[src/rtl/mem_pkg.sv]
// mem_pkg: FSM state encoding and default sizing shared by mem_responder and mem_array
package mem_pkg;
  typedef enum logic [1:0] {IDLE = 2'd0, WAIT = 2'd1, RESP = 2'd2} state_t;
  localparam int DEFAULT_DEPTH = 64;
  localparam int DEFAULT_WAIT_STATES = 2;
endpackage

[src/rtl/mem_array.sv]
// mem_array: DEPTH x 32 storage, one synchronous write port (we/waddr/wdata), one combinational read port (raddr/rdata), no reset
module mem_array import mem_pkg::*; #(
  parameter int DEPTH = DEFAULT_DEPTH,
  localparam int AW = $clog2(DEPTH)
) (
  input  logic          clock,
  input  logic          we,
  input  logic [AW-1:0] waddr,
  input  logic [31:0]   wdata,
  input  logic [AW-1:0] raddr,
  output logic [31:0]   rdata
);
  logic [31:0] mem [DEPTH];
  always_ff @(posedge clock)
    if (we) mem[waddr] <= wdata;
  assign rdata = mem[raddr];
endmodule

[src/rtl/mem_responder.sv]
// mem_responder: single-outstanding memory responder; req_* in, resp_* out after WAIT_STATES cycles, state_out for debug
module mem_responder import mem_pkg::*; #(
  parameter int DEPTH = DEFAULT_DEPTH,
  parameter int WAIT_STATES = DEFAULT_WAIT_STATES
) (
  input  logic        clock,
  input  logic        reset,
  input  logic        req_valid,
  output logic        req_ready,
  input  logic        req_write,
  input  logic [31:0] req_addr,
  input  logic [31:0] req_wdata,
  output logic        resp_valid,
  input  logic        resp_ready,
  output logic [31:0] resp_rdata,
  output logic        resp_error,
  output logic [1:0]  state_out
);
  localparam int AW = $clog2(DEPTH);
  state_t state, state_n;
  logic [2:0] cnt;
  logic wr_q, err, fire, accept;
  logic [31:0] addr_q, wdata_q, rd;
  always_ff @(posedge clock or posedge reset)
    if (reset) state <= IDLE;
    else state <= state_n;
  always_comb begin
    accept = state == IDLE && req_valid;
    fire = state == WAIT && cnt == 3'd0;
    state_n = accept ? WAIT : fire ? RESP : (state == RESP && resp_ready) ? IDLE : state;
    req_ready = state == IDLE;
    resp_valid = state == RESP;
    state_out = state;
    err = addr_q[1:0] != 2'd0 || addr_q[31:2] >= 30'(DEPTH);
  end
  always_ff @(posedge clock or posedge reset)
    if (reset) begin
      cnt <= '0;
      wr_q <= 1'b0;
      addr_q <= '0;
      wdata_q <= '0;
      resp_rdata <= '0;
      resp_error <= 1'b0;
    end else begin
      if (accept) begin
        cnt <= 3'(WAIT_STATES - 1);
        wr_q <= req_write;
        addr_q <= req_addr;
        wdata_q <= req_wdata;
      end
      if (state == WAIT && cnt != 3'd0) cnt <= cnt - 3'd1;
      if (fire) begin
        resp_error <= err;
        resp_rdata <= (err || wr_q) ? 32'd0 : rd;
      end
      if (state == RESP && resp_ready) begin
        resp_rdata <= '0;
        resp_error <= 1'b0;
      end
    end
  mem_array #(.DEPTH(DEPTH)) u_mem (
    .clock(clock),
    .we(fire && wr_q && !err),
    .waddr(addr_q[AW+1:2]),
    .wdata(wdata_q),
    .raddr(addr_q[AW+1:2]),
    .rdata(rd)
  );
endmodule

[config.mk]
export PLATFORM = sky130hd
export DESIGN_NAME = mem_responder
export DESIGN_NICKNAME = d
export VERILOG_FILES = /design/src/rtl/mem_pkg.sv /design/src/rtl/mem_array.sv /design/src/rtl/mem_responder.sv
export SDC_FILE = /design/constraint.sdc
export NUM_CORES = 2
export LEC_CHECK = 0
export CORE_MARGIN = 4
export CORE_UTILIZATION = 50
export DETAILED_ROUTE_END_ITERATION = 8
export DONT_BUFFER_PORTS = 1
export PLACE_DENSITY = 0.69
export RECOVER_POWER = 100
export SYNTH_ARGS = -nofsm -noshare
export SYNTH_HDL_FRONTEND = slang
export SYNTH_SLANG_ARGS = --single-unit
[constraint.sdc]
create_clock -name clock -period 3.35 [get_ports clock]
set_input_delay 0.67 -clock clock [delete_from_list [all_inputs] [get_ports clock]]
set_output_delay 0.67 -clock clock [all_outputs]
set_load 0.005 [all_outputs]
==> results.tsv <==
stage	metric	value	unit
run_status	status	finished, violations left	
run_status	failing checks	capacitance limit, slew limit, setup timing	
logic_synthesis	sequential share of the synthesized area	77.7	%
sta	max-slew violations	1221	
placement	dpl ws	0.155	ns
floorplanning	Core Footprint	0.163	mm²
placement	port bufs	0	
worst_setup_path	CP delay by family, top	compound AO/OA/AOI/OAI gates	
logic_synthesis	Primary FF master, synth	edfxtp_1	
logic_synthesis	Area contributors post-synth	edfxtp_1, mux4_2, dfrtp_1, mux2i_1, mux2_2	
logic_synthesis	top post-synthesis cells by count	edfxtp_1, o22ai_1, mux2i_1, mux2_2, nor2_1	
clocking	TritonCTS Buffers	206	
logic_synthesis	Post-synth ARST share	4.79	%
floorplanning	Initial Utilization	50.5	%
drt	WL/cell	37.8	µm
clocking	post-CTS setup buffers	0	
sta	worst setup margin	-0.0296	ns
floorplanning	FP Rows	148	
clocking	Worst-Skew Late Latency	0.87	ns
final_layout	Final Non-Filler Cells	7282	
sta	crit path time final	3.38	ns
sta	Max Freq	0.296	GHz
clocking	Clock Tree Root	clkbuf_16	
logic_synthesis	top-area cell type share of the netlist area	74.6	%
drt	Post-DRT Antenna Nets	0	
drt	DRC errors left	0	
logic_synthesis	Yosys top cell by area	edfxtp_1	
worst_setup_path	Arr. time, crit path	4.15	ns
min_path	origin of the worst min-delay path	req_addr[4]	
worst_setup_path	Reg2Reg Depth	9	
clocking	CTS tree	done	
logic_synthesis	#FFs+latches synth	2151	
run	Max-Cap Viols	29	
power	Power Density	914	mW/mm²
logic_synthesis	syn_nets	4563	
final_layout	layout cells sized above 1	21.4	%
sta	Worst Clk Skew	0.0661	ns
final_layout	Layout Utilization	58.2	%
sta	fin crit share	101	%
logic_synthesis	Post-synth EDFFs	2048	
logic_synthesis	most common cell in the netlist	edfxtp_1	
global_route	All-Layer GR Usage	31.4	%
global_route	vias in the first global route	47900	
worst_setup_path	Data required, critical path	4.13	ns
floorplanning	Die Span Y	414	µm
drt	Pre-antenna DRT Iters	6	
placement	hpwl dp	170000	µm
clocking	clock slew at reported path FFs	0.07	ns
sta	final hold vios	0	
placement	Post-DP Area	0.0890	mm²
sta	# setup viols final	2	
worst_setup_path	Levels on crit path	9	
drt	routed vias	50200	
logic_synthesis	Synth Cell Area	0.0825	mm²
power	Pleak	30.6	nW
min_path	WHS Path Cells	2	
placement	GPL Wtd Cong	0.965	
sta	hold slack	0.193	ns
logic_synthesis	yosys warns	0	
worst_setup_path	Worst Setup Path Type	register to register	
logic_synthesis	syn_area_per_cell	18.4	µm²
clocking	H-tree Lvls	4	
worst_setup_path	reg2reg setup slack	-0.03	ns
worst_setup_path	peak fanout along the critical path	25	
final_layout	Fillers	12000	
sta	RSZ-0062 raised after global routing	no	
floorplanning	I/O pin cnt	106	
worst_setup_path	highest cell delay on the worst timing path	0.82	ns
power	final total power	86.9	mW
placement	total placed cells including tap cells	6824	
power	Peak VDD IR	0.725	mV
sta	Slew headroom	-69.3	%
worst_setup_path	Critical R2R Launch	addr_q[2]	
worst_setup_path	CP cell instances	buf_4, inv_4, buf_6, clkbuf_4, o221ai_1, a22oi_1, nor2_1, a211oi_1, a32o_1	
final_layout	fin area	0.0951	mm²
worst_setup_path	critical path capture point type	register	
final_layout	Final #Nets	4994	
floorplanning	die span in x	414	µm
worst_setup_path	WP buf/inv	4	
logic_synthesis	Distinct cells, synth	71	
min_path	HP Class	input pin to register	
global_route	initial antenna violation count	23	
global_route	gr ovfl total	0	
drt	DR vias/cell	6.89	
sta	worst slew pin tran	2.54	ns
worst_setup_path	Slowest-stage cell, CP	a211oi_1	
worst_setup_path	crit path launch type	register	
global_route	first-pass GRT wire length	379000	µm
worst_setup_path	R2R Path End	resp_rdata[25]	
drt	initial DRC count	8999	
floorplanning	Die ar.	0.171	mm²
global_route	largest net degree at the start of global routing	79	
clocking	Clock Path Buffers	3	
clocking	Clock Sinks	2151	
sta	setup_tns	-0.0303	ns
logic_synthesis	Mapped Cells	4492	
min_path	worst hold endpoint	addr_q[4]	
final_layout	Area Overhead vs Synth	15.4	%
drt	total length of routed wires	275000	µm
[logic make-up (layout without fill, tap and decap cells)]
kind of cell | Yosys count | in the layout | share of synthesized area, %
AO/OA/AOI/OAI | 1023 | 1023 | 8.53
adder cells (fa/ha/maj) | 2 | 2 | 0.0303
buffers and inverters | 316 | 919 | 2.12
flip-flops | 2151 | 2151 | 77.7
multiplexers | 564 | 564 | 9.18
other | 0 | 12 | 0
AND/OR/NAND/NOR | 436 | 436 | 2.43
[where the power goes]
part | internal (mW) | switching [mW] | total, mW
Clock | 12.6 | 10.1 | 22.7
Combinational | 8.79 | 18.5 | 27.3
Sequential | 34.0 | 2.92 | 36.9
[cell type report]
type | instances | area, µm² | area share (%)
clock inverters | 106 | 1120 | 1.18
multi-input cells | 2025 | 16900 | 17.8
repair buffers | 530 | 4710 | 4.95
clock buffers | 274 | 5480 | 5.76
flip-flops and latches | 2151 | 64100 | 67.4
inverters | 9 | 46.3 | 0.0487
diodes | 12 | 30.0 | 0.0316
well taps | 2175 | 2720 | 2.86
[how the worst max path moves through the flow]
| stage | startpoint | to | slack (ns) |
|---|---|---|---|
| 2_1_floorplan | addr_q[4] | u_mem.mem[54][0] | -0.14 |
| 3_3_place_gp | addr_q[4] | resp_rdata[31] | -0.41 |
| 3_5_place_dp | addr_q[2] | resp_rdata[23] | 0.16 |
| 4_1_cts | addr_q[2] | resp_rdata[23] | 0.12 |
| 5_1_grt | addr_q[20] | u_mem.mem[17][18] | 0.01 |
| 6_report | addr_q[2] | resp_rdata[25] | -0.03 |
[layout by cell type, fill, tap and decap left out, types with 10 or more instances in the layout]
master	instances
mux2_2	195
dlygate4sd3_1	66
o32ai_1	10
edfxtp_1	2048
clkbuf_1	125
a221oi_1	34
o31ai_1	10
nand2_1	129
dfrtp_1	93
nor2_1	138
mux2i_1	235
o221ai_1	140
a211oi_1	49
bufinv_16	14
a2bb2oi_1	17
buf_4	254
o21ai_0	141
clkbuf_4	22
a31oi_1	10
buf_6	10
clkinv_1	40
nor3_1	18
nor4_1	13
buf_12	69
diode_2	12
nor2_4	25
clkinv_2	32
o22a_1	31
a32o_1	21
o22ai_1	279
nor2b_1	32
clkbuf_2	40
mux4_2	134
a21oi_1	149
a22oi_1	69
nand3_1	12
clkbuf_16	206
[per-layer routing]
layer | global-route usage (%) | wire, µm | vias to the layer above
li1 | - | - | 19400
met1 | 41.8 | 93900 | 25400
met2 | 46.4 | 121000 | 4500
met3 | 9.74 | 41400 | 898
met4 | 17.2 | 19300 | 16
met5 | 0 | 103 | -
[sequential cells by signal (all words and copies together) (netlist names)]
name        count
wdata_q        32
u_mem.mem    2048
addr_q         32
resp_rdata     32
wr_q            1
resp_error      1
cnt             3
state_out       2
[worst register-to-register path: stages, from the launching register on]
cell and delay, ns:
dfrtp_4 0.62, buf_4 0.26, inv_4 0.19, buf_6 0.39, clkbuf_4 0.33, o221ai_1 0.12, a22oi_1 0.20, nor2_1 0.07
a211oi_1 0.82, a32o_1 0.28
[repair_timing]
action / 4_1_cts / 5_1_grt
setup endpoints to repair: 0 / 1
endpoints found under the hold margin: 125 / 0
resized for setup: 0 / 1
hold buffers: 66 / 0
Note: power is estimated with default switching activity, not from simulation.
